===== src/rtl/prog_clock_divider.sv =====
// Bank of NUM_CH programmable integer clock dividers.
// Each channel emits a one-cycle tick every D cycles and a square wave of period 2*D.
module prog_clock_divider #(
    parameter int NUM_CH      = 4,
    parameter int DIV_WIDTH   = 21,
    parameter int DEFAULT_DIV = 1,
    localparam int CH_W = (NUM_CH > 1) ? $clog2(NUM_CH) : 1
) (
    input  logic                 clock_2MHz,
    input  logic                 reset,
    input  logic [NUM_CH-1:0]    enable,
    input  logic                 sync,
    input  logic                 wr_en,
    input  logic [CH_W-1:0]      wr_ch,
    input  logic [DIV_WIDTH-1:0] wr_div,
    output logic [NUM_CH-1:0]    tick,
    output logic [NUM_CH-1:0]    square
);

    localparam logic [DIV_WIDTH-1:0] DIV_RST = DIV_WIDTH'(DEFAULT_DIV);
    localparam logic [DIV_WIDTH-1:0] ONE     = DIV_WIDTH'(1);

    logic [DIV_WIDTH-1:0] div_q [NUM_CH];
    logic [DIV_WIDTH-1:0] cnt_q [NUM_CH];
    logic [NUM_CH-1:0]    wr_hit;
    logic [NUM_CH-1:0]    at_end;
    logic [NUM_CH-1:0]    run;

    // Out-of-range channel indices match no channel, so the write is dropped.
    always_comb begin
        wr_hit = '0;
        at_end = '0;
        run    = '0;
        for (int i = 0; i < NUM_CH; i++) begin
            wr_hit[i] = wr_en && (int'(wr_ch) == i);
            at_end[i] = (cnt_q[i] == div_q[i] - ONE);
            run[i]    = enable[i] && (div_q[i] != '0);
        end
    end

    always_ff @(posedge clock_2MHz) begin
        for (int i = 0; i < NUM_CH; i++) begin
            if (reset) begin
                div_q[i]  <= DIV_RST;
                cnt_q[i]  <= '0;
                tick[i]   <= 1'b0;
                square[i] <= 1'b0;
            end else if (sync) begin
                cnt_q[i]  <= '0;
                tick[i]   <= 1'b0;
                square[i] <= 1'b0;
                if (wr_hit[i]) begin
                    div_q[i] <= wr_div;
                end
            end else if (wr_hit[i]) begin
                // Clearing cnt on every divisor change keeps cnt below div.
                div_q[i] <= wr_div;
                cnt_q[i] <= '0;
                tick[i]  <= 1'b0;
            end else if (run[i]) begin
                if (at_end[i]) begin
                    cnt_q[i]  <= '0;
                    tick[i]   <= 1'b1;
                    square[i] <= ~square[i];
                end else begin
                    cnt_q[i] <= cnt_q[i] + ONE;
                    tick[i]  <= 1'b0;
                end
            end else begin
                tick[i] <= 1'b0;
            end
        end
    end

endmodule

===== config.mk =====
export PLATFORM = sky130hd
export DESIGN_NAME = prog_clock_divider
export DESIGN_NICKNAME = d
export VERILOG_FILES = /design/src/rtl/prog_clock_divider.sv
export SDC_FILE = /design/constraint.sdc
export NUM_CORES = 1
export LEC_CHECK = 0
export ABC_CLOCK_PERIOD_IN_PS = 3100
export BUFFER_PORTS_ARGS = -buffer_cell sky130_fd_sc_hd__buf_4
export CORE_AREA = 2 2 136 205
export DETAILED_ROUTE_END_ITERATION = 8
export DIE_AREA = 0 0 138 207
export HOLD_SLACK_MARGIN = 0.06
export PLACE_DENSITY_LB_ADDON = 0.1
export SETUP_SLACK_MARGIN = 0.02
export SLEW_MARGIN = 25
export SYNTH_ARGS = -nofsm -noshare
export SYNTH_HDL_FRONTEND = slang
export SYNTH_SLANG_ARGS = --single-unit

===== constraint.sdc =====
create_clock -name clock_2MHz -period 3.1 [get_ports clock_2MHz]
set_clock_uncertainty 0.1 [all_clocks]
set_input_delay 0.155 -clock clock_2MHz [delete_from_list [all_inputs] [get_ports clock_2MHz]]
set_output_delay 0.155 -clock clock_2MHz [all_outputs]
set_load 0.02 [all_outputs]

Word-level counts from Yosys, hierarchy flattened
Memory sizes are Yosys's and may differ from the RTL's.
Index checks and enable logic that the tools add are counted.
{"block": "op_classes", "add_sub_neg": 8, "n_eq_ne": 7, "n_mux": 105, "bitwise_logic": 32, "reduce_logical": 18}
{"cell": "$mux W21", "count": 24}
{"cell": "$add A21 B1 Y21 const B", "count": 4}
{"cell": "$eq A21 B21 Y1", "count": 4}
{"cell": "$reduce_bool A21 Y1", "count": 4}
{"cell": "$sub A21 B1 Y21 const B", "count": 4}
{"cell": "$mux W1", "count": 81}
{"cell": "$or A1 B1 Y1", "count": 24}
{"cell": "$reduce_and A3 Y1", "count": 4}
{"cell": "$logic_and A1 B1 Y1", "count": 8}
{"cell": "$not A1 Y1", "count": 8}
{"cell": "$eq A2 B2 Y1 const B", "count": 2}
{"cell": "$eq A2 B1 Y1 const B", "count": 1}
{"cell": "$logic_not A2 Y1", "count": 1}
{"cell": "$reduce_or A2 Y1", "count": 1}
{"block": "totals", "register_bits": 8, "mem_bits_rw": 168, "inputBits": 31, "out_inout_bits": 8, "wordCells": 177, "memories": 2}
{"name": "cnt_q", "words": 4, "word_bits": 21, "read_ports": 4, "rd_clocked_by_memory_dff": 0, "write_ports": 4, "line": "24", "rtl": "logic [DIV_WIDTH-1:0] cnt_q [NUM_CH];"}
{"name": "div_q", "words": 4, "word_bits": 21, "read_ports": 4, "rd_clocked_by_memory_dff": 0, "write_ports": 4, "line": "23", "rtl": "logic [DIV_WIDTH-1:0] div_q [NUM_CH];"}

Longest topological paths before layout
Gate-level depths: netlist of the first run.
{"block": "logic_depth", "depth_word": 10, "mapped_depth": 11, "mapped_depth_nobuf": 9}

Worst setup path before layout of the first run
Ideal clock, no wire load.
{"block": "synth_timing", "kind": "register to register", "startpoint": "mem div_q[1][0]", "endpoint": "mem cnt_q[1][11], data pin", "setup_time_ns": 0.270, "t_arrival_ns": 2.791, "t_required_ns": 2.730, "slack_ns": -0.060, "path_stages_with_launch": 12, "path_buffers": 2, "period_less_slack_ns": 3.160, "cell_sequence": "edfxtp_1 clkbuf_1 inv_1 ha_1 nor4b_2 nor2_1 or4_1 nor4_1 nand4_1 nor3_1 clkbuf_1 nor3_1"}
{"element": "from (decl)", "line": "23"}
{"element": "to (decl)", "line": "24"}

==> run_results.csv, run 1 <==
group,metric,value,unit
route,via_count,9228,
synth,syn_nets,1213,
timing,worstMarginPinSlew,951,ps
power,ir_drop,0.438,mV
synth,netlist_area,11400,um^2
outcome,status,"complete, but fails checks",
timing,fin_ws,-3.68,ps
critical_path,cp.arrival,3200,ps
route,drtIter0Drc,619,
timing,finalSetupViolCount,1,
timing,max_freq,0.322,GHz
synth,ys_dominant_reg_cell,"edfxtp_1",
synth,synth_edf_count,168,
place,io_buffers,38,
critical_path,required,3200,ps
grt,grt_use_total,0.211,
die,die-area,28600,um^2
power,p_leak,4.64,nW
synth,ys_top_cells_by_area,"edfxtp_1, xnor2_1, xor2_1, nor2_1, nor3_1",
critical_path,cp-start-kind,"flop",
synth,yosys.area.top_type_share,0.444,
die,die_h,207,um
place,place_inst,1586,
run,cap_viol_max_count,0,
synth,synthTopCellsByCount,"nor2_1, edfxtp_1, xnor2_1",
power,netSwitchingFraction,0.282,
power,p_switching,1.68,mW
critical_path,path_max_fanout,5,
route,vias_per_cell,5.61,
place,preCtsSetupSlack,-126,ps
finish,fin_cells,1645,
cts,cts-buffers-inserted,17,
finish,syn2layout_area_growth,21.6,%
grt,first_global_vias,8850,
power,p_seq_frac,0.491,
route,ant_nets,0,
synth,yosys_warnings,0,
die,core-area,26900,um^2
cts,clk_pin_slew_worst_paths,70,ps
synth,yosys.area.top_type,"edfxtp_1",
grt,antenna_found_initial,0,
route,wirelength,31000,um
cts,clk_latency,450,ps
timing,whs,63.1,ps
timing,max-slew-margin-rel,0.366,
cts,clock-root-buffer,"clkbuf_16",
timing,report.final.hold_viol_count,0,
synth,syn-instance-count,1173,
die,io_pins,39,
critical_path,cp-end-kind,"flop",
timing,slew_violations,0,
die,initial_core_util,0.424,
route,wl_per_cell,18.9,um
timing,finalCritPeriodShare,1.00,
grt,grt_pass1_wl,47900,um
finish,drive_above_1_share,0.199,
timing,setup_tns,-3.68,ps
die,dieWidth,138,um
synth,async_flop_share,0,
finish,final_nets,1330,
power,p_int,4.27,mW
synth,synth.distinct_cells,75,
synth,ys_ff_latch,176,
place,gp_routability_congestion,0.930,
synth,yosysSeqAreaShare,0.458,
finish,n_antenna_cell,0,
route,drc,0,
grt,grt_start_max_net_pins,34,
synth,yosysMostFrequentCell,"nor2_1",
power,p_total,5.95,mW
critical_path,worstSetupPathType,"flop to flop",
worst_hold_path,hold_class,"input port to flop",
cts,clockBufferDepth,2,
cts,htreeDepth,4,
power,pwr_density_cell,430,nW/um^2
outcome,violations,"setup timing",
die,rows,74,
grt,grt.overflow.total,0,
cts,cts.sinks,176,
synth,synth_area_per_cell,9.69,um^2
place,dp_hpwl,22300,um
route,drtPass1Iterations,8,
timing,fin_crit,3100,ps
power,p_clk_frac,0.361,
cts,cts_tree,"done",
timing,rsz0062_at_grt,"true",
power,comb_power_share,0.148,
## worst paths after layout
check,start,to,slack (ps),cells after the start
max reg2reg,div_q[0][1],cnt_q[0][2],-4,12
min,wr_div[6],div_q[0][6],60,3
min reg2reg,square[1],square[1],380,2
max,div_q[0][1],cnt_q[0][2],-4,12
## what timing repair did
item	4_1_cts	5_1_grt
setup buffers	0	14
endpoints found under the hold margin	12	0
gates resized for setup	3	73
gates cloned	0	8
endpoints found under the setup margin	42	87
pin swaps	0	25
hold buffers	4	0
## critical path: stages (launching register included)
cell,delay [ps]
edfxtp_1,410
inv_2,60
ha_4,260
xor2_1,150
nand2_1,70
or4_4,540
nor4_4,320
buf_4,170
nand4_1,110
o31ai_4,300
buf_4,180
buf_6,120
nor4_1,50
## through the flow
stage / utilization / area (um^2)
finish: 0.515 / 13800
global route: 0.515 / 13800
CTS: 0.493 / 13200
detailed placement: 0.469 / 12600
global placement: 0.469 / 12600
floorplan: - / 11400
## placed cells by master (no fill, tap or decap), drive strengths merged, types with 19 or more instances in the layout
| master | instances |
|---|---|
| nor3 | 77 |
| xnor2 | 93 |
| buf | 139 |
| nand3 | 55 |
| o21ai | 19 |
| nand2 | 69 |
| nor4 | 51 |
| xor2 | 77 |
| nor2 | 173 |
| or3 | 22 |
| nand4 | 32 |
| clkbuf | 23 |
| edfxtp | 168 |
| nand2b | 33 |
| inv | 33 |
| or4 | 19 |
## per-layer routing
layer | vias up | global-route usage | share of wire
met5 | - | 0 | 0
met2 | 169 | 0.372 | 0.52
met1 | 4456 | 0.266 | 0.43
li1 | 4565 | - | -
met3 | 38 | 0.0252 | 0.030
met4 | 0 | 0.0792 | 0.020
## sequential cells by signal, indices dropped and copies added (netlist names)
register / count
square: 4
tick: 4
cnt_q: 84
div_q: 84
## final cells by class
type	instances	area [um^2]
sequential	176	5200
clock buffer	18	439
timing repair buffer	148	1300
multi-input combinational	919	6230
fill	2553	13000
inverter	28	105
tap	342	428
clock inverter	14	130
## logic make-up (layout without fill, tap and decap cells)
family | Yosys count | count (layout) | synth area share
and+or+nand+nor | 630 | 630 | 0.301
buffers and inverters | 78 | 208 | 0.0279
muxes | 9 | 9 | 0.00803
AOI/OAI and AO/OA | 101 | 101 | 0.0644
adders and majority gates | 9 | 9 | 0.00990
xor gates and xnor gates | 170 | 170 | 0.131
DFF | 176 | 176 | 0.458
## power groups by stage
| stage | clock network (mW) | logic, mW | registers (mW) |
|---|---|---|---|
| after floorplan | 0 | 0.539 | 2.92 |
| after detailed placement | 0 | 0.811 | 2.97 |
| after CTS | 2.19 | 0.823 | 2.92 |
| final | 2.15 | 0.881 | 2.92 |
| after global placement | 0 | 0.808 | 2.97 |
| after global routing | 2.26 | 0.961 | 2.95 |
No activity file was read; power rests on OpenSTA's default activity.
==> inputs of run 2 (changes only) <==
--- a/config.mk
+++ b/config.mk
@@ -5,11 +5,12 @@
 export SDC_FILE = /design/constraint.sdc
 export NUM_CORES = 1
 export LEC_CHECK = 0
+export ABC_AREA = 1
 export ABC_CLOCK_PERIOD_IN_PS = 3100
 export BUFFER_PORTS_ARGS = -buffer_cell sky130_fd_sc_hd__buf_4
-export CORE_AREA = 2 2 136 205
+export CORE_AREA = 2 2 137 206
 export DETAILED_ROUTE_END_ITERATION = 8
-export DIE_AREA = 0 0 138 207
+export DIE_AREA = 0 0 139 208
 export HOLD_SLACK_MARGIN = 0.06
 export PLACE_DENSITY_LB_ADDON = 0.1
 export SETUP_SLACK_MARGIN = 0.02
==> run_results.csv, run 2 <==
group,metric,value,unit
grt,first_global_vias,9012,
die,io_pins,39,
critical_path,rr_worst_depth,15,
synth,netlist_area,11500,um^2
place,post_dp_cell_area,12200,um^2
finish,top_regs,"cnt_q: 84 flops, div_q: 84 flops",
timing,rsz0062_at_grt,"false",
synth,yosysSeqAreaShare,0.451,
finish,final_nets,1550,
finish,multi_input_area,5580,um^2
critical_path,cp-end-kind,"flop",
place,dp_hpwl,21600,um
power,ir_drop,0.431,mV
critical_path,worstSetupPathType,"flop to flop",
die,die-area,28900,um^2
finish,final-seq-area,5200,um^2
timing,fin_ws,369,ps
power,pwr_density_cell,447,nW/um^2
timing,max_freq,0.366,GHz
route,via_count,9196,
timing,worstMarginPinSlew,679,ps
critical_path,reg2reg_setup_slack,370,ps
power,p_total,5.76,mW
power,p_seq_frac,0.505,
power,netSwitchingFraction,0.272,
place,preCtsSetupSlack,291,ps
cts,clockBufferDepth,2,
timing,whs,79.4,ps
timing,finalCritPeriodShare,0.881,
die,initial_core_util,0.426,
critical_path,required,3170,ps
place,place_inst,1823,
route,wirelength,28200,um
cts,cts.sinks,176,
finish,syn2layout_area_growth,11.7,%
die,rows,74,
timing,finalSetupViolCount,0,
cts,cts_setup_buffers,0,
worst_hold_path,hold_path_depth,3,
place,gp_routability_congestion,0.857,
synth,synth_area_per_cell,7.95,um^2
route,drtPass1Iterations,5,
timing,fin_crit,2730,ps
synth,syn_nets,1491,
synth,synth_edf_count,168,
timing,setup_tns,0,ps
timing,slew_violations,0,
synth,synth.distinct_cells,42,
die,core-area,27000,um^2
power,comb_power_share,0.124,
timing,max-slew-margin-rel,0.547,
critical_path,path_max_fanout,21,
finish,num-fill-cells,2748,
finish,n_antenna_cell,0,
route,wl_per_cell,15.1,um
synth,syn-instance-count,1451,
timing,report.final.hold_viol_count,0,
finish,fin_cells,1865,
cts,cts_tree,"done",
cts,cts-buffers-inserted,17,
finish,finish.instance_area,12900,um^2
route,vias_per_cell,4.93,
synth,synthTopCellsByCount,"nand2_1, nor2_1, edfxtp_1",
synth,yosys_warnings,0,
die,die_h,208,um
synth,yosysMostFrequentCell,"nand2_1",
cts,clk_pin_slew_worst_paths,60,ps
synth,ys_top_cells_by_area,"edfxtp_1, nand2_1, nor2_1, xor2_1, inv_1",
grt,antenna_found_initial,0,
finish,final_cell_mix,"nand2_1, nor2_1, edfxtp_1",
power,p_leak,5.01,nW
worst_hold_path,hold_class,"input port to flop",
synth,ys_ff_latch,176,
cts,htreeDepth,4,
run,cap_viol_max_count,0,
power,p_int,4.19,mW
power,p_clk_frac,0.371,
place,io_buffers,38,
critical_path,cp.arrival,2800,ps
cts,clock-root-buffer,"clkbuf_16",
grt,grt_pass1_wl,45800,um
critical_path,cp-start-kind,"flop",
finish,layout_commonest_cell,"nand2_1",
grt,grt_start_max_net_pins,25,
die,dieWidth,139,um
cts,clk_latency,450,ps
finish,fin_util,0.476,
power,p_switching,1.57,mW
synth,yosys.area.top_type_share,0.438,
route,drtIter0Drc,533,
synth,yosys.area.top_type,"edfxtp_1",
synth,ys_dominant_reg_cell,"edfxtp_1",
synth,async_flop_share,0,
route,ant_nets,0,
route,drc,0,
finish,drive_above_1_share,0.119,
grt,grt_use_total,0.201,
outcome,status,"finished, final reports clean",
grt,grt.overflow.total,0,
-- run 2: cell types whose count changed after synthesis, moves of 13 or more --
cell	change
clkbuf_1	-29
nand3_1	+34
and3_1	-13
nor2_2	+45
or4_1	-18
nand3_2	+13
nor2_1	+146
nand2_1	+295
nor3_1	-63
inv_1	+130
xnor2_1	-58
or3_1	-21
nor4_1	-42
nand2b_1	-33
-- run 2: logic make-up after synthesis --
kind of cell / after synthesis / synth area share
adder cells (fa/ha/maj): 9 / 0.00977
buffers and inverters: 181 / 0.0651
AND/OR/NAND/NOR: 923 / 0.357
XOR/XNOR: 124 / 0.0967
AO/OA/AOI/OAI: 38 / 0.0201
flip-flops: 176 / 0.451
-- run 2: cell type report --
| class | count | share of cell area |
|---|---|---|
| Multi-Input combinational cell | 1094 | 0.433 |
| Sequential cell | 176 | 0.404 |
| Inverter | 161 | 0.0469 |
| Timing Repair Buffer | 60 | 0.0379 |
| Clock buffer | 18 | 0.0333 |
| Tap cell | 342 | 0.0332 |
| Clock inverter | 14 | 0.0112 |
-- run 2: worst max-delay path, cell delays in order (launching register included) --
cell and delay, ps:
edfxtp_1 430, inv_1 150, ha_1 270, nand2_2 120, nor2_4 160, nand2_2 90, nand2_1 60, nand2_1 60
nor2_1 90, nand2_1 60, nor2_1 100, nand2_1 70, nor2_2 130, nand2_1 80, nand3_2 400, nor2_1 90
-- run 2: what timing repair did --
item	CTS	global route
hold buffers	10	0
endpoints found under the hold margin	8	0
resized for setup	0	1
endpoints found under the setup margin	0	5
-- run 2: layer usage --
layer	share of wire	vias up	global-route usage
met3	0.030	32	0.0334
met5	0	-	0
met4	0.022	0	0.0620
met2	0.51	142	0.365
met1	0.43	4268	0.243
li1	-	4754	-
-- run 2: path summary, 6_finish.rpt --
| path | end | start |
|---|---|---|
| max reg2reg | cnt_q[1][19] | div_q[1][0] |
| min | div_q[3][3] | wr_div[3] |
| max | cnt_q[1][19] | div_q[1][0] |
| min reg2reg | square[0] | square[0] |
-- run 2: power by group through the flow --
| stage | sequential, mW | clock [mW] | combinational, mW |
|---|---|---|---|
| floorplan | 2.90 | 0 | 0.539 |
| global placement | 2.97 | 0 | 0.699 |
| detailed placement | 2.97 | 0 | 0.706 |
| CTS | 2.91 | 2.19 | 0.718 |
| global route | 2.93 | 2.26 | 0.816 |
| finish | 2.91 | 2.14 | 0.714 |
